## src/rtl/ext_itf_ctrl_if.sv

```systemverilog
// ext_itf_ctrl_if: bundle of every handshake and bus signal around the off-chip port controller.
//   Scheduler side : req_vld/req_rdy/req_wr/req_addr/req_len, done
//   Write client   : wdat/wdat_vld/wdat_rdy
//   Read client    : rdat/rdat_vld/rdat_rdy
//   Pad side       : pad_cmd_vld, pad_oe, pad_dat_o/pad_vld_o/pad_rdy_i,
//                    pad_dat_i/pad_vld_i/pad_rdy_o (tri-state muxing lives outside)
// Modports: master = the controller, slave = scheduler/clients/pads around it.
interface ext_itf_ctrl_if #(
  parameter int unsigned PORT_WIDTH      = 128,
  parameter int unsigned DRAM_ADDR_WIDTH = 32,
  parameter int unsigned LEN_WIDTH       = 16
);
  logic                       req_vld;
  logic                       req_rdy;
  logic                       req_wr;
  logic [DRAM_ADDR_WIDTH-1:0] req_addr;
  logic [LEN_WIDTH-1:0]       req_len;
  logic                       done;
  logic [PORT_WIDTH-1:0]      wdat;
  logic                       wdat_vld;
  logic                       wdat_rdy;
  logic [PORT_WIDTH-1:0]      rdat;
  logic                       rdat_vld;
  logic                       rdat_rdy;
  logic                       pad_cmd_vld;
  logic                       pad_oe;
  logic [PORT_WIDTH-1:0]      pad_dat_o;
  logic                       pad_vld_o;
  logic                       pad_rdy_i;
  logic [PORT_WIDTH-1:0]      pad_dat_i;
  logic                       pad_vld_i;
  logic                       pad_rdy_o;

  modport master (
    input  req_vld, req_wr, req_addr, req_len, wdat, wdat_vld, rdat_rdy,
    input  pad_rdy_i, pad_dat_i, pad_vld_i,
    output req_rdy, done, wdat_rdy, rdat, rdat_vld,
    output pad_cmd_vld, pad_oe, pad_dat_o, pad_vld_o, pad_rdy_o
  );

  modport slave (
    output req_vld, req_wr, req_addr, req_len, wdat, wdat_vld, rdat_rdy,
    output pad_rdy_i, pad_dat_i, pad_vld_i,
    input  req_rdy, done, wdat_rdy, rdat, rdat_vld,
    input  pad_cmd_vld, pad_oe, pad_dat_o, pad_vld_o, pad_rdy_o
  );
endinterface

```

## src/rtl/ext_itf_ctrl.sv

```systemverilog
// ext_itf_ctrl: chip-side controller for the shared off-chip data port.
// Accepts one transfer at a time, pulses pad_cmd_vld, sends the command word
// {upper 0, addr, wr}, then streams write beats out or read beats in.
// Ports:
//   clk   - clock
//   rst_n - asynchronous active-low reset
//   bus   - ext_itf_ctrl_if.master (scheduler, read/write clients, pad in/out pairs)
// Build option: define ITF_RDBUF_EN for a 2-entry registered read FIFO between
// pad_dat_i and rdat; otherwise reads pass straight through with zero latency.
// DRAM_ADDR_WIDTH + 1 must not exceed PORT_WIDTH so the command word fits.
module ext_itf_ctrl #(
  parameter int unsigned PORT_WIDTH      = 128,
  parameter int unsigned DRAM_ADDR_WIDTH = 32,
  parameter int unsigned LEN_WIDTH       = 16
) (
  input logic            clk,
  input logic            rst_n,
  ext_itf_ctrl_if.master bus
);

  localparam logic [LEN_WIDTH-1:0] LenOne = LEN_WIDTH'(1);

  typedef enum logic [2:0] {StIdle, StAnn, StCmd, StRd, StWr, StDone} state_e;

  state_e                     state_q, state_d;
  logic                       wr_q, wr_d;
  logic [DRAM_ADDR_WIDTH-1:0] addr_q, addr_d;
  logic [LEN_WIDTH-1:0]       len_q, len_d;
  logic [LEN_WIDTH-1:0]       cnt_q, cnt_d;
  logic                       req_rdy_q, pad_cmd_vld_q, pad_oe_q, done_q;

  logic                       last_beat;
  logic                       wr_hs;
  logic                       rd_hs;
  logic                       rd_exit;
  logic                       pad_rdy_o_w;
  logic [PORT_WIDTH-1:0]      cmd_word;

  assign last_beat = (cnt_q == (len_q - LenOne));
  assign wr_hs     = (state_q == StWr) && bus.wdat_vld && bus.pad_rdy_i;
  assign rd_hs     = bus.pad_vld_i && pad_rdy_o_w;

`ifdef ITF_RDBUF_EN
  logic [PORT_WIDTH-1:0] fifo_q [2];
  logic                  wptr_q, rptr_q;
  logic [1:0]            fcnt_q;
  logic                  push, pop, rx_all;

  // cnt reaches len only here: the last beat is in, but RD must wait for the drain.
  assign rx_all      = (cnt_q == len_q);
  assign pad_rdy_o_w = (state_q == StRd) && (fcnt_q != 2'd2) && !rx_all;
  assign push        = rd_hs;
  assign pop         = (fcnt_q != 2'd0) && bus.rdat_rdy;
  assign bus.rdat     = fifo_q[rptr_q];
  assign bus.rdat_vld = (fcnt_q != 2'd0);
  // Leave RD in the cycle that pops the final entry, so DONE sees an empty FIFO.
  assign rd_exit     = rx_all && ((fcnt_q == 2'd0) || ((fcnt_q == 2'd1) && pop));

  always_ff @(posedge clk or negedge rst_n) begin
    if (!rst_n) begin
      fifo_q[0] <= '0;
      fifo_q[1] <= '0;
      wptr_q    <= 1'b0;
      rptr_q    <= 1'b0;
      fcnt_q    <= 2'd0;
    end else begin
      if (push) begin
        fifo_q[wptr_q] <= bus.pad_dat_i;
        wptr_q         <= ~wptr_q;
      end
      if (pop) begin
        rptr_q <= ~rptr_q;
      end
      fcnt_q <= fcnt_q + 2'(push) - 2'(pop);
    end
  end
`else
  assign pad_rdy_o_w  = bus.rdat_rdy && (state_q == StRd);
  assign bus.rdat     = bus.pad_dat_i;
  assign bus.rdat_vld = bus.pad_vld_i && (state_q == StRd);
  assign rd_exit      = rd_hs && last_beat;
`endif

  always_comb begin
    cmd_word                      = '0;
    cmd_word[0]                   = wr_q;
    cmd_word[DRAM_ADDR_WIDTH:1]   = addr_q;
  end

  always_comb begin
    state_d = state_q;
    wr_d    = wr_q;
    addr_d  = addr_q;
    len_d   = len_q;
    cnt_d   = cnt_q;
    unique case (state_q)
      StIdle: begin
        if (bus.req_vld) begin
          wr_d    = bus.req_wr;
          addr_d  = bus.req_addr;
          len_d   = bus.req_len;
          cnt_d   = '0;
          state_d = (bus.req_len == '0) ? StDone : StAnn;
        end
      end
      StAnn: state_d = StCmd;
      StCmd: begin
        if (bus.pad_rdy_i) begin
          state_d = wr_q ? StWr : StRd;
        end
      end
      StWr: begin
        if (wr_hs) begin
          cnt_d = cnt_q + LenOne;
          if (last_beat) begin
            state_d = StDone;
          end
        end
      end
      StRd: begin
        if (rd_hs) begin
          cnt_d = cnt_q + LenOne;
        end
        if (rd_exit) begin
          state_d = StDone;
        end
      end
      StDone:  state_d = StIdle;
      default: state_d = StIdle;
    endcase
  end

  // State, transfer registers and state-decoded outputs, all updated from state_d.
  always_ff @(posedge clk or negedge rst_n) begin
    if (!rst_n) begin
      state_q       <= StIdle;
      wr_q          <= 1'b0;
      addr_q        <= '0;
      len_q         <= '0;
      cnt_q         <= '0;
      req_rdy_q     <= 1'b1;
      pad_cmd_vld_q <= 1'b0;
      pad_oe_q      <= 1'b0;
      done_q        <= 1'b0;
    end else begin
      state_q       <= state_d;
      wr_q          <= wr_d;
      addr_q        <= addr_d;
      len_q         <= len_d;
      cnt_q         <= cnt_d;
      req_rdy_q     <= (state_d == StIdle);
      pad_cmd_vld_q <= (state_d == StAnn);
      pad_oe_q      <= (state_d == StCmd) || (state_d == StWr);
      done_q        <= (state_d == StDone);
    end
  end

  assign bus.req_rdy     = req_rdy_q;
  assign bus.done        = done_q;
  assign bus.pad_cmd_vld = pad_cmd_vld_q;
  assign bus.pad_oe      = pad_oe_q;
  assign bus.pad_rdy_o   = pad_rdy_o_w;
  assign bus.wdat_rdy    = (state_q == StWr) && bus.pad_rdy_i;
  assign bus.pad_vld_o   = (state_q == StCmd) || ((state_q == StWr) && bus.wdat_vld);
  assign bus.pad_dat_o   = (state_q == StCmd) ? cmd_word :
                           (state_q == StWr)  ? bus.wdat : '0;

endmodule

```

## src/flat_wrapper.sv

```systemverilog
// flat-port wrapper written by rule: the top's interface ports become plain ports
module ext_itf_ctrl_flat 
#(
  parameter int unsigned PORT_WIDTH      = 128,
  parameter int unsigned DRAM_ADDR_WIDTH = 32,
  parameter int unsigned LEN_WIDTH       = 16
)
  (clk, rst_n, bus_req_vld, bus_req_wr, bus_req_addr, bus_req_len, bus_wdat, bus_wdat_vld, bus_rdat_rdy, bus_pad_rdy_i, bus_pad_dat_i, bus_pad_vld_i, bus_req_rdy, bus_done, bus_wdat_rdy, bus_rdat, bus_rdat_vld, bus_pad_cmd_vld, bus_pad_oe, bus_pad_dat_o, bus_pad_vld_o, bus_pad_rdy_o);
  ext_itf_ctrl_if #(.PORT_WIDTH(PORT_WIDTH), .DRAM_ADDR_WIDTH(DRAM_ADDR_WIDTH), .LEN_WIDTH(LEN_WIDTH)) bus_i ();
  input logic clk;
  input logic rst_n;
  input wire logic [$bits(bus_i.req_vld)-1:0] bus_req_vld;
  input wire logic [$bits(bus_i.req_wr)-1:0] bus_req_wr;
  input wire logic [$bits(bus_i.req_addr)-1:0] bus_req_addr;
  input wire logic [$bits(bus_i.req_len)-1:0] bus_req_len;
  input wire logic [$bits(bus_i.wdat)-1:0] bus_wdat;
  input wire logic [$bits(bus_i.wdat_vld)-1:0] bus_wdat_vld;
  input wire logic [$bits(bus_i.rdat_rdy)-1:0] bus_rdat_rdy;
  input wire logic [$bits(bus_i.pad_rdy_i)-1:0] bus_pad_rdy_i;
  input wire logic [$bits(bus_i.pad_dat_i)-1:0] bus_pad_dat_i;
  input wire logic [$bits(bus_i.pad_vld_i)-1:0] bus_pad_vld_i;
  output wire logic [$bits(bus_i.req_rdy)-1:0] bus_req_rdy;
  output wire logic [$bits(bus_i.done)-1:0] bus_done;
  output wire logic [$bits(bus_i.wdat_rdy)-1:0] bus_wdat_rdy;
  output wire logic [$bits(bus_i.rdat)-1:0] bus_rdat;
  output wire logic [$bits(bus_i.rdat_vld)-1:0] bus_rdat_vld;
  output wire logic [$bits(bus_i.pad_cmd_vld)-1:0] bus_pad_cmd_vld;
  output wire logic [$bits(bus_i.pad_oe)-1:0] bus_pad_oe;
  output wire logic [$bits(bus_i.pad_dat_o)-1:0] bus_pad_dat_o;
  output wire logic [$bits(bus_i.pad_vld_o)-1:0] bus_pad_vld_o;
  output wire logic [$bits(bus_i.pad_rdy_o)-1:0] bus_pad_rdy_o;
  assign bus_i.req_vld = bus_req_vld;
  assign bus_i.req_wr = bus_req_wr;
  assign bus_i.req_addr = bus_req_addr;
  assign bus_i.req_len = bus_req_len;
  assign bus_i.wdat = bus_wdat;
  assign bus_i.wdat_vld = bus_wdat_vld;
  assign bus_i.rdat_rdy = bus_rdat_rdy;
  assign bus_i.pad_rdy_i = bus_pad_rdy_i;
  assign bus_i.pad_dat_i = bus_pad_dat_i;
  assign bus_i.pad_vld_i = bus_pad_vld_i;
  assign bus_req_rdy = bus_i.req_rdy;
  assign bus_done = bus_i.done;
  assign bus_wdat_rdy = bus_i.wdat_rdy;
  assign bus_rdat = bus_i.rdat;
  assign bus_rdat_vld = bus_i.rdat_vld;
  assign bus_pad_cmd_vld = bus_i.pad_cmd_vld;
  assign bus_pad_oe = bus_i.pad_oe;
  assign bus_pad_dat_o = bus_i.pad_dat_o;
  assign bus_pad_vld_o = bus_i.pad_vld_o;
  assign bus_pad_rdy_o = bus_i.pad_rdy_o;
  ext_itf_ctrl #(.PORT_WIDTH(PORT_WIDTH), .DRAM_ADDR_WIDTH(DRAM_ADDR_WIDTH), .LEN_WIDTH(LEN_WIDTH)) u_core (.clk(clk), .rst_n(rst_n), .bus(bus_i));
endmodule
```

## config.mk

```make
export PLATFORM = sky130hd
export DESIGN_NAME = ext_itf_ctrl_flat
export DESIGN_NICKNAME = d
export VERILOG_FILES = /design/src/rtl/ext_itf_ctrl_if.sv /design/src/rtl/ext_itf_ctrl.sv /design/src/flat_wrapper.sv
export SDC_FILE = /design/constraint.sdc
export NUM_CORES = 1
export LEC_CHECK = 0
export BUFFER_PORTS_ARGS = -buffer_cell sky130_fd_sc_hd__clkbuf_2
export CAP_MARGIN = 20
export CORE_AREA = 3 3 220 222
export CTS_CLUSTER_DIAMETER = 40
export DETAILED_ROUTE_END_ITERATION = 8
export DIE_AREA = 0 0 223 225
export GPL_TIMING_DRIVEN = 0
export HOLD_SLACK_MARGIN = 0.1
export PLACE_DENSITY = 0.39
export SYNTH_ARGS = -nofsm -noshare
export SYNTH_HDL_FRONTEND = slang
export SYNTH_SLANG_ARGS = --single-unit
```

## constraint.sdc

```tcl
create_clock -name clk -period 3.7 [get_ports clk]
set_clock_uncertainty 0.15 [all_clocks]
set_input_delay 0.74 -clock clk [delete_from_list [all_inputs] [get_ports clk]]
set_output_delay 0.74 -clock clk [all_outputs]
set_load 0.02 [all_outputs]
```

==> results.md, run 1 <==
Layout:
- Cells with a size suffix above 1 make up approximately three fifths of the layout.
- The synthesis-to-layout area growth is 60.1%.
- The filler cells instantiated in the layout total 5,289.
- The utilization after layout is between 10% and 20%.
- The post-layout net count is around 1,400.

Critical path:
- The category of cells accounting for the largest share of critical-path delay is buffers and inverters.
- On the critical path, the stage with the largest delay is an instance of sky130_fd_sc_hd__clkbuf_1.
- The number of buffer and inverter stages on the critical path is 3.
- The sort of element at the start of the critical path is a flip-flop.
- At the worst endpoint, the required time is 2810 ps.
- The largest single stage delay on the critical path is 500 ps.
- The worst setup path is of the reg2out kind.
- Along the worst path, the maximum fanout reaches 10.
- STA classifies the critical path endpoint as an output pin.
- The signal arrival time at the worst endpoint is approximately 2500 ps.
- The critical path goes through nor2_4, and2_1, buf_4, clkbuf_1, a22o_1, clkbuf_2.

Floorplanning:
- The floorplan row count is between 70 and 80.
- After floorplanning, the core was sized to cover between 0.04 and 0.05 sq mm.
- The initial core utilization is a little under an eighth.
- Measured along the x axis, the die boundary spans 223 microns.
- The die covers ~0.05 sq mm.
- The top-level port count is 576.
- The die height is 225 microns.

Timing:
- Setup repair after global routing left no endpoint under its margin.
- The worst pin sits at a relative slew slack of roughly a third.
- The total count of max-transition violations in the final report is 0.
- The total negative slack is 0 ps.
- The slew of the pin with the lowest slew margin is 1010 ps.
- Setup violations remaining at the end of the flow were counted as 0.
- The clock period minus worst slack is approximately 3400 ps.
- The final clock period utilization by the worst path is 92.8%.
- Static timing analysis puts the maximum clock frequency at 291 MHz.
- The final count of hold timing violations is 0.

Pwr:
- For this design the ratio of total power to cell area is around 600 mW/mm^2.
- Summed over all cells, the static leakage comes to ~0.005 uW.
- The maximum VDD drop is 0.000281 V.

Synthesis:
- The number of library cell types mapped by synthesis is 50.
- Counting every net in the synthesized netlist gives 916.
- The count of flip-flops with a built-in enable after synthesis is 0.
- After synthesis, the share of flip-flops with an asynchronous set or reset is 100%.
- In this run the cell area of the synthesized design comes to 0.00557 sq mm.
- The yosys synthesis warning count is 0.
- The part of the Yosys area used for sequential elements is between 30% and 40%.
- By area the synthesized netlist is led by sky130_fd_sc_hd__dfrtp_1, sky130_fd_sc_hd__buf_4, sky130_fd_sc_hd__and3_1, sky130_fd_sc_hd__mux2_2, sky130_fd_sc_hd__a22o_1.
- The biggest area contributor in the post-synthesis netlist is sky130_fd_sc_hd__dfrtp_1.
- In this run, synthesis produced a sequential element count of between 70 and 80.
- A synthesized cell averages about 9.2 sq um.
- Counting every instance in the synthesized netlist gives around 600.
- The share of synthesized area in the top cell type comes to between 30% and 40%.
- The predominant post-synthesis flop cell is sky130_fd_sc_hd__dfrtp_1.

Global routing:
- The met1 capacity usage during global routing is between 10% and 20%.
- The number of antenna violations at the first check in global routing came to 33.
- Entering global routing, the biggest net connects 40 pins.
- In the global route stage, met2 resource usage came out at 25.2%.
- The first global-routing pass estimated 51,300 microns of wire.
- The number of global-route vias before repair is 6,133.
- For this run, global-route usage on met3 was measured as ~8.6%.
- The global-route usage over all layers is 14.9%.
- The layer flagged by global routing as most heavily used is met2.
- Global routing finished with a remaining overflow of 0.

Placement:
- Routability-driven placement finished with a final weighted congestion of around 0.8.
- The total half-perimeter wirelength after legalization and detailed placement is between 30,000 and 40,000 microns.
- Port buffering added 447 buffers.

Detailed routing:
- The average detailed-routed wire length per instance is roughly 24 microns.
- The total number of vias is around 6,300.
- Wires add up to roughly 40,000 microns.
- The detailed-routing iteration count for the pre-antenna-repair pass is 4.
- The detail-routed via count per cell is approximately 3.7.
- For this run, design rule violations remaining after detail routing come to 0.
- The detail route stage leaves a number of antenna-violating nets equal to 0.
- For this block, the initial DRC count from the detailed router was roughly 230.

CTS:
- The clock reaches the later pin of the worst-skew pair after ~350 ps.
- Counting along the longest clock path gives a buffer depth of 2.
- The number of gates resized after CTS was 1.
- Buffers inserted to repair hold after CTS numbered 0.
- The CTS sink count is 72.
- TritonCTS built the clock tree.
- The level count of the clock H-tree is 3.
- After clock tree synthesis, the setup repair step added 0 buffers.
- The tree is rooted in a sky130_fd_sc_hd__clkbuf_16.
- Counting the buffers created by CTS gives 9.
- The clock input transition at the sequential cells of the worst setup and hold paths is 70 ps.

Outcome:
- The run finished with clean final reports.

Run:
- The max-capacitance violation count is 0.

Worst hold path:
- In this run the worst hold path is classified as in2async.
worst paths after layout:
check | endpoint | start | cells after the start | slack (ps)
worst max register to register | u_core.cnt_q[15]$_DFFE_PN0P_ | u_core.state_q[2]$_DFF_PN0_ | 5 | 770
worst min register to register | u_core.addr_q[7]$_DFFE_PN0P_ | u_core.addr_q[7]$_DFFE_PN0P_ | 1 | 360
worst min-delay path | u_core.addr_q[18]$_DFFE_PN0P_ | rst_n | 1 | 230
max in group asynchronous | u_core.bus.req_rdy$_DFF_PN1_ | rst_n | 2 | 2530
worst max-delay path | bus_pad_dat_o[26] | u_core.state_q[0]$_DFF_PN0_ | 6 | 270
min in group clk | u_core.addr_q[7]$_DFFE_PN0P_ | u_core.addr_q[7]$_DFFE_PN0P_ | 1 | 360
per-layer routing:
metal | up-vias | wire (microns)
met3 | 43 | 5530
met1 | 2936 | 14800
met5 | - | 181
met4 | 26 | 248
met2 | 339 | 19200
li1 | 2929 | -
layout by cell type, fill, tap and decap left out, drive strengths merged, types with 6 or more instances in the layout:
master | netlist | routed
nor4 | 8 | 8
inv | 7 | 12
a21oi | 7 | 7
xor2 | 20 | 20
nand3 | 7 | 7
and3 | 103 | 103
nor3 | 6 | 6
buf | 135 | 136
nand2 | 16 | 16
dfrtp | 71 | 71
o2111ai | 6 | 6
a22o | 34 | 34
clkbuf | 34 | 489
nor2 | 26 | 26
o21ai | 16 | 16
xnor2 | 14 | 14
mux2 | 46 | 46
registers in the layout (all words and copies together) (netlist names):
name                    count
u_core.addr_q              32
u_core.cnt_q               16
u_core.len_q               16
u_core.state_q              3
u_core.bus.done             1
u_core.bus.pad_cmd_vld      1
u_core.bus.pad_oe           1
u_core.bus.req_rdy          1
u_core.wr_q                 1
Yosys cell counts, drive strengths merged (8+ instances only):
master  count
and3      103
nor4        8
mux2       46
nor2       26
xor2       20
buf       135
dfrtp      71
nand2      16
xnor2      14
a22o       34
o21ai      16
clkbuf     34
worst register-to-register path, cell delays in order, from the launching register on:
cell,delay (ps)
sky130_fd_sc_hd__dfrtp_1,360
sky130_fd_sc_hd__clkbuf_1,200
sky130_fd_sc_hd__nor4b_1,870
sky130_fd_sc_hd__clkbuf_1,670
sky130_fd_sc_hd__clkbuf_1,440
sky130_fd_sc_hd__nor2_1,110
through the flow:
stage	total power, uW	setup slack, ps	hold slack [ps]	instances	instance area [sq um]
6_report	5360	267	234	1677	8910
5_1_grt	5750	134	256	1673	8900
4_1_cts	5460	26.1	235	1673	8900
3_5_place_dp	4520	164	347	1657	8600
3_3_place_gp	4510	-172	344	1656	8560
2_1_floorplan	3350	1250	294	602	5570
final cells by class:
type	count	area [sq um]	share of cell area [%]
Multi-Input combinational cell	354	2620	29.4
Clock buffer	9	225	2.53
Tap cell	607	759	8.52
Timing Repair Buffer	448	2270	25.4
Inverter	7	26.3	0.295
Clock inverter	7	71.3	0.800
Sequential cell	72	1800	20.2
Antenna cell	5	12.5	0.140
Buffer	168	1130	12.6
where the power goes:
part	internal (uW)	total, uW	switching [uW]
Clock	476	895	419
Combinational	1190	3040	1840
Sequential	1110	1430	318
kinds of logic (layout without fill, tap and decap cells):
kind of cell	after synthesis	count (layout)	synth area share [%]
AND/OR/NAND/NOR	192	192	20.9
buffers and inverters	176	639	20.7
AO/OA/AOI/OAI	80	80	10.8
flip-flops	72	72	32.4
multiplexers	46	46	9.31
XOR/XNOR	34	34	5.35
adder cells (fa/ha/maj)	2	2	0.449
other	0	5	0
Power figures use the tool's default switching activity.
==> run 2, diff against run 1 <==
==> constraint.sdc (replaced) <==
create_clock -name clk -period 3.7 [get_ports clk]
set_clock_uncertainty 0.15 [all_clocks]
set_input_delay 0.74 -clock clk [delete_from_list [all_inputs] [get_ports clk]]
set_output_delay 0.74 -clock clk [all_outputs]
set_load 0.1 [all_outputs]
==> run 2 against run 1 <==
Utilization rose by 0.15 points. Critical path type unchanged. Non-clock buffer count rose by 3. Routed wire length rose by 0.20%. First-iteration DRC count rose by 3.5%. Power rose by 46%.
==> results.md, run 2 (same netlist as run 1, synthesis figures left out) <==
Layout:
- The fraction of layout instances using a drive strength above 1 is roughly 62%.
- The largest registers in the layout are u_core.addr_q (32), u_core.cnt_q (16), u_core.len_q (16).
- The net count of the finished layout is between 1,000 and 1,500.
- The most common cell after layout, fill and taps aside is sky130_fd_sc_hd__clkbuf_2.
- The top cell types in the final layout, fill and taps aside, are sky130_fd_sc_hd__clkbuf_2, sky130_fd_sc_hd__buf_4, sky130_fd_sc_hd__and3_1, sky130_fd_sc_hd__dfrtp_1, sky130_fd_sc_hd__mux2_2.
- The number of flip-flops under the largest register name is 32.
- The synthesis-to-layout area growth is 61.4%.
- Once layout is complete, the utilization of the core stands at about a fifth.
- The register ranked first by flip-flop count is u_core.addr_q.
- Counting the fill cells in the layout gives around 5,300.

CTS:
- Counting every sink on the clock net gives ~70.
- The insertion delay to the later sink of the worst-skew pair is between 300 and 400 ps.
- The number of CTS-inserted buffers is 9.
- The clock input transition at the sequential cells of the worst setup and hold paths is around 70 ps.
- The largest buffer count on any clock path is 2.
- The level count of the clock H-tree is 3.
- The tree is rooted in a sky130_fd_sc_hd__clkbuf_16.
- The total of hold buffers inserted after clock tree synthesis is 0.
- The clock tree from TritonCTS is yes.

Critical path:
- The critical path required time is between 2000 and 3000 ps.
- The worst setup path is of the reg2out kind.
- The critical path starts at u_core.state_q[0]$_DFF_PN0_.
- STA classifies the critical path startpoint as a flip-flop.
- Along the worst path, the maximum fanout reaches 10.
- Data on the critical path arrives at its endpoint at about 2600 ps.
- The kind of capture point of the worst setup path is an output pin.
- The launch instance of the worst register-to-register path is u_core.state_q[2]$_DFF_PN0_.

Detailed routing:
- The total number of vias is roughly 6,300.
- The DRC violations left is 0.
- For this block, the initial DRC count from the detailed router was between 200 and 250.
- Before antenna repair, the detailed router went through 4 iterations.
- The detail-routed via count per cell is approximately 3.7.
- The post-route antenna net violation count is 0.
- The aggregate routed wire length is between 40,000 and 50,000 microns.
- The average detailed-routed wire length per instance is 23.8 microns.

Floorplanning:
- In this run the core area contains a little under 80 standard-cell rows.
- The floorplan core area is roughly 0.047 sq mm.
- The initial core utilization is between 10% and 20%.
- From bottom edge to top edge, the die measures 225 microns.
- The floorplan step defined a die boundary enclosing 0.0502 sq mm.
- The x dimension of the die is 223 microns.
- In this run the count of I/O pins placed on the die edge is between 500 and 600.

Placement:
- The final weighted congestion of routability-driven global placement is a little over 0.8.
- The total half-perimeter wirelength after legalization and detailed placement is between 30,000 and 40,000 microns.
- The count of buffers from port buffering is approximately 450.

Pwr:
- Power comes to 7830 uW.
- The maximum VDD drop is 0.000572 V.
- Summed over all cells, the static leakage comes to 0.00502 uW.
- The power density over the cells is approximately 870 mW/mm^2.

Global routing:
- The overflow left after global routing is 0.
- The first global-routing pass estimated 51,300 microns of wire.
- The number of antenna violations at the first check in global routing is 33.
- The number of global-route vias before repair is just over 6,000.
- Entering global routing, the biggest net connects 40 pins.
- The global-route usage over all layers is between 10 and 15%.

Timing:
- The max-slew headroom at the worst pin is 32.0%.
- The final clock period utilization by the worst path is between 90% and 100%.
- Based on the critical path, the design can be clocked at up to 283 MHz.
- Setup violations remaining at the end of the flow were counted as 0.
- Summed over all failing endpoints, the final setup total negative slack is 0 ps.
- The clock period minus worst slack is 3530 ps.
- Setup repair after global routing left no endpoint under its margin.
- The total count of max-transition violations in the final report is 0.
- The final count of hold timing violations is 0.
- At the pin with the least slew margin, the transition time is between 1000 and 1500 ps.

Outcome:
- The flow ran to the end, and the final reports show no timing, DRC or antenna violations.

Run:
- The max-capacitance violation count is 0.

Worst hold path:
- The class of the tightest hold or removal check is in2async.
==> run 2: cell count changes in the layout (fill, tap and decap cells not counted) <==
cell,previous run,this run
sky130_fd_sc_hd__clkbuf_4,1,18
sky130_fd_sc_hd__clkbuf_2,447,434
sky130_fd_sc_hd__clkbuf_1,32,27
sky130_fd_sc_hd__buf_4,130,133
sky130_fd_sc_hd__buf_2,5,6
==> run 2: per-layer routing <==
metal  GRT usage, %  share of wire (%)  vias up
li1               -                  -     2938
met1           16.6                 37     2923
met2           25.2                 48      330
met3           8.65                 14       43
met4           2.09               0.62       26
met5              0               0.45        -
==> run 2: per-stage QoR <==
| stage | hold WS, ps | instances | worst slack [ps] | area, sq um |
|---|---|---|---|---|
| finish | 233 | 1680 | 172 | 8980 |
| CTS | 235 | 1673 | 11.6 | 8930 |
| floorplan | 294 | 602 | 723 | 5570 |
| global placement | 344 | 1656 | -462 | 8560 |
| global route | 256 | 1676 | 21.1 | 8970 |
| detailed placement | 347 | 1657 | -128 | 8600 |
==> run 2: report_power, final <==
| part | total, uW | leakage [uW] | switching (uW) | internal [uW] |
|---|---|---|---|---|
| sequential | 1430 | 0.000890 | 320 | 1110 |
| combinational | 5510 | 0.00398 | 4280 | 1220 |
| clock | 897 | 0.000146 | 420 | 476 |
==> run 2: worst max-delay path, cell delays in order (launching register included) <==
cell	delay, ps
sky130_fd_sc_hd__dfrtp_1	490
sky130_fd_sc_hd__nor2_4	310
sky130_fd_sc_hd__clkbuf_1	410
sky130_fd_sc_hd__clkbuf_1	350
sky130_fd_sc_hd__and3_1	210
sky130_fd_sc_hd__clkbuf_2	500
==> run 2: path summary, 6_finish.rpt <==
path,end,slack (ps),cells past startpoint
setup / recovery,bus_pad_dat_o[104],170,5
hold / removal,u_core.addr_q[18]$_DFFE_PN0P_,230,1
setup reg to reg,u_core.len_q[11]$_DFFE_PN0P_,760,5
hold reg to reg,u_core.addr_q[5]$_DFFE_PN0P_,360,1
max in group asynchronous,u_core.bus.req_rdy$_DFF_PN1_,2530,2
min in group clk,u_core.addr_q[5]$_DFFE_PN0P_,360,1
==> run 2: repair_timing <==
| item | in CTS | in global routing |
|---|---|---|
| pin swaps | 0 | 1 |
| setup buffers | 0 | 3 |
| resized for setup | 17 | 15 |
| endpoints found under the setup margin | 53 | 29 |
==> run 2: layout make-up <==
cell class | count | area [sq um] | area share [%]
Inverter | 7 | 26.3 | 0.293
Multi-Input combinational cell | 354 | 2620 | 29.2
Clock buffer | 9 | 225 | 2.51
Tap cell | 607 | 759 | 8.46
Timing Repair Buffer | 451 | 2330 | 25.9
Sequential cell | 72 | 1800 | 20.1
Clock inverter | 7 | 71.3 | 0.794
Antenna cell | 5 | 12.5 | 0.139
Buffer | 168 | 1130 | 12.6
==> run 3, diff against run 2 <==
==> config.mk (replaced) <==
export PLATFORM = sky130hd
export DESIGN_NAME = ext_itf_ctrl_flat
export DESIGN_NICKNAME = d
export VERILOG_FILES = /design/src/rtl/ext_itf_ctrl_if.sv /design/src/rtl/ext_itf_ctrl.sv /design/src/flat_wrapper.sv
export SDC_FILE = /design/constraint.sdc
export NUM_CORES = 1
export LEC_CHECK = 0
export CAP_MARGIN = 20
export CORE_AREA = 3 3 225 227
export CTS_CLUSTER_DIAMETER = 40
export DETAILED_ROUTE_END_ITERATION = 8
export DIE_AREA = 0 0 228 230
export DONT_BUFFER_PORTS = 1
export GPL_TIMING_DRIVEN = 0
export HOLD_SLACK_MARGIN = 0.1
export PLACE_DENSITY = 0.3
export SYNTH_ARGS = -nofsm -noshare
export SYNTH_HDL_FRONTEND = slang
export SYNTH_SLANG_ARGS = --single-unit
==> constraint.sdc (replaced) <==
create_clock -name clk -period 3.7 [get_ports clk]
set_clock_uncertainty 0.15 [all_clocks]
set_input_delay 0 -clock clk [delete_from_list [all_inputs] [get_ports clk]]
set_output_delay 0 -clock clk [all_outputs]
set_load 0.1 [all_outputs]
==> run 3 against run 2 <==
Utilization shrank 0.65 points. Critical path type unchanged. Cell area grew 1.4%. Largest power group unchanged. Setup slack gained 78 ps. Maximum frequency grew 2.3%. Via count shrank 11%. First-iteration DRC count grew 27%. Global-route usage shrank 0.39 points. Worst hold slack lost 120 ps.
==> results.md, run 3 (same netlist as run 1, synthesis figures left out) <==
Outcome:
- The run finished with clean final reports.

Timing:
- For the final routed database, the setup TNS stands at 0 ps.
- The max-slew headroom at the worst pin is between 20% and 30%.
- Setup repair after global routing left no endpoint under its margin.
- The final critical path takes up slightly above 90% of the cycle.
- At the pin with the least slew margin, the transition time is about 1200 ps.
- Timing would allow up to roughly 290 MHz.
- The total count of max-transition violations in the final report is 0.
- The final number of setup-violating endpoints is 0.
- The final count of hold timing violations is 0.
- The worst path in the final design needs a cycle of roughly 3500 ps, including I/O delays and setup.

Layout:
- The top cell types in the final layout, fill and taps aside, are sky130_fd_sc_hd__dlygate4sd3_1, sky130_fd_sc_hd__buf_4, sky130_fd_sc_hd__and3_1, sky130_fd_sc_hd__dfrtp_1, sky130_fd_sc_hd__mux2_2.
- The fraction of layout instances using a drive strength above 1 is 27.8%.
- The number of flip-flops under the largest register name is 32.
- The largest registers in the layout are u_core.addr_q (32), u_core.cnt_q (16), u_core.len_q (16).
- The synthesis-to-layout area growth is 63.6%.
- The post-layout net count is approximately 1,100.
- Once layout is complete, the cells apart from fillers number ~1,500.
- More flip-flops sit in one register than any other, and that register is u_core.addr_q.
- The most common cell after layout, fill and taps aside is sky130_fd_sc_hd__dlygate4sd3_1.

Placement:
- The count of buffers from port buffering is 0.
- The final weighted congestion of routability-driven global placement is about 0.92.
- The total half-perimeter wirelength after legalization and detailed placement is roughly 34,000 microns.
- The number of placed instances with taps included is between 1,000 and 1,500.

Global routing:
- The first global-routing pass estimated approximately 52,000 microns of wire.
- The number of global-route vias before repair was about 5,800.
- The number of antenna violations at the first check in global routing is 39.
- The global-route usage over all layers is 14.5%.
- For this run the aggregate overflow at the end of global routing stands at 0.
- Entering global routing, the biggest net connects a little over 70 pins.

Floorplanning:
- Measured along the y axis, the die boundary spans between 200 and 250 microns.
- During I/O placement, the number of pins put on the boundary was about 580.
- The initial core utilization is between 10% and 20%.
- Row generation in the floorplan step produced between 80 and 90 rows.
- The die covers between 0.05 and 0.06 sq mm.
- The core region is 0.0488 sq mm.
- The x dimension of the die is about 230 microns.

CTS:
- The CTS sink count is 72.
- The number of CTS-inserted buffers is 9.
- No sink is reached through more buffers than the 2 on the longest clock path.
- The tree is rooted in a sky130_fd_sc_hd__clkbuf_16.
- TritonCTS built the clock tree.
- The insertion delay to the later sink of the worst-skew pair is between 300 and 400 ps.
- Clock-pin slew was measured on the worst setup and hold paths at roughly 60 ps.
- The level count of the clock H-tree is 3.

Detailed routing:
- The average detailed-routed wire length per instance is approximately 27 microns.
- The routed layout has 5,579 vias.
- After detailed routing, the number of remaining DRC violations is 0.
- The aggregate routed wire length is around 40,000 microns.
- The first detailed-routing pass took 4 iterations.
- In this run, the number of DRC markers left after iteration 0 of detailed routing was 300.
- The post-route antenna net violation count is 0.
- The detail-routed via count per cell is ~3.7.

Critical path:
- The signal arrival time at the worst endpoint is around 3300 ps.
- The cell type with the highest occurrence count on the critical path is sky130_fd_sc_hd__clkbuf_1.
- The critical path required time is around 3600 ps.
- The largest fanout on the critical path is 10.
- The critical path is of the reg2out type.
- The critical path's largest stage delay is 990 ps.
- The sort of element at the start of the critical path is a flip-flop.
- The signal on the critical path passes through clkbuf_1, clkbuf_1, clkbuf_1, clkbuf_1, and3_1.
- The kind of capture point of the worst setup path is an output pin.
- For this design, the slowest cell found on the critical path is sky130_fd_sc_hd__and3_1.

Worst hold path:
- The class of the tightest hold or removal check is in2reg.

Pwr:
- The maximum VDD drop is about 0.00084 V.
- Dividing total power by cell area gives a power density of ~850 mW/mm^2.
- In this run the static leakage power is between 0.004 and 0.005 uW.

Run:
- The tool flagged a number of max-cap violations equal to 0.
[run 3: metal layers]
| layer | GRT usage (%) | up-vias | wire [microns] |
|---|---|---|---|
| li1 | - | 2469 | - |
| met1 | 14.5 | 2667 | 13300 |
| met2 | 24.0 | 370 | 19000 |
| met3 | 10.9 | 55 | 6850 |
| met4 | 3.41 | 18 | 827 |
| met5 | 0 | - | 123 |
[run 3: final cells by class]
type	count	area (sq um)
fillers	5442	39700
inverters	7	26.3
well taps	664	831
clock buffers	10	229
diodes	19	47.5
repair buffers	212	2370
clock inverters	6	66.3
plain buffers	169	1130
multi-input cells	354	2610
flip-flops and latches	72	1800
[run 3: worst paths after layout]
check / from / end / slack, ps / cells past startpoint
setup / recovery: u_core.state_q[2]$_DFF_PN0_ / bus_pad_dat_o[116] / 250 / 5
hold reg to reg: u_core.addr_q[13]$_DFFE_PN0P_ / u_core.addr_q[13]$_DFFE_PN0P_ / 360 / 1
max in group asynchronous: rst_n / u_core.addr_q[28]$_DFFE_PN0P_ / 2340 / 4
min in group asynchronous: rst_n / u_core.bus.req_rdy$_DFF_PN1_ / 640 / 3
setup reg to reg: u_core.len_q[0]$_DFFE_PN0P_ / u_core.state_q[1]$_DFF_PN0_ / 420 / 11
hold / removal: bus_pad_rdy_i / u_core.state_q[0]$_DFF_PN0_ / 110 / 4
[run 3: power breakdown]
group	switching (uW)	internal [uW]	total [uW]
registers	450	1110	1560
clock network	388	527	915
logic	4110	1120	5230
total	4950	2750	7700
[run 3: repair_timing]
item / CTS / global route
gates resized for setup: 0 / 1
setup endpoints to repair: 0 / 1
hold buffers: 188 / 0
setup buffers: 0 / 0
hold endpoints to repair: 256 / 0
[run 3: critical path, delay by kind of cell (launching register included)]
kind                   cells  cell delay (ps)
flip-flops                 1              320
buffers and inverters      4             1610
AND/OR/NAND/NOR            1              990
[run 3: metrics by stage]
stage | util [%] | hold WS, ps | setup WS [ps] | area [sq um] | power, uW
finish | 18.6 | 111 | 250 | 9110 | 7700
global route | 18.6 | 137 | 16.7 | 9080 | 8090
CTS | 18.5 | 101 | 66.8 | 9040 | 7820
detailed placement | 14.0 | -437 | 483 | 6830 | 6630
global placement | 13.1 | -437 | 382 | 6400 | 6530
floorplan | - | -446 | 1320 | 5570 | 5780
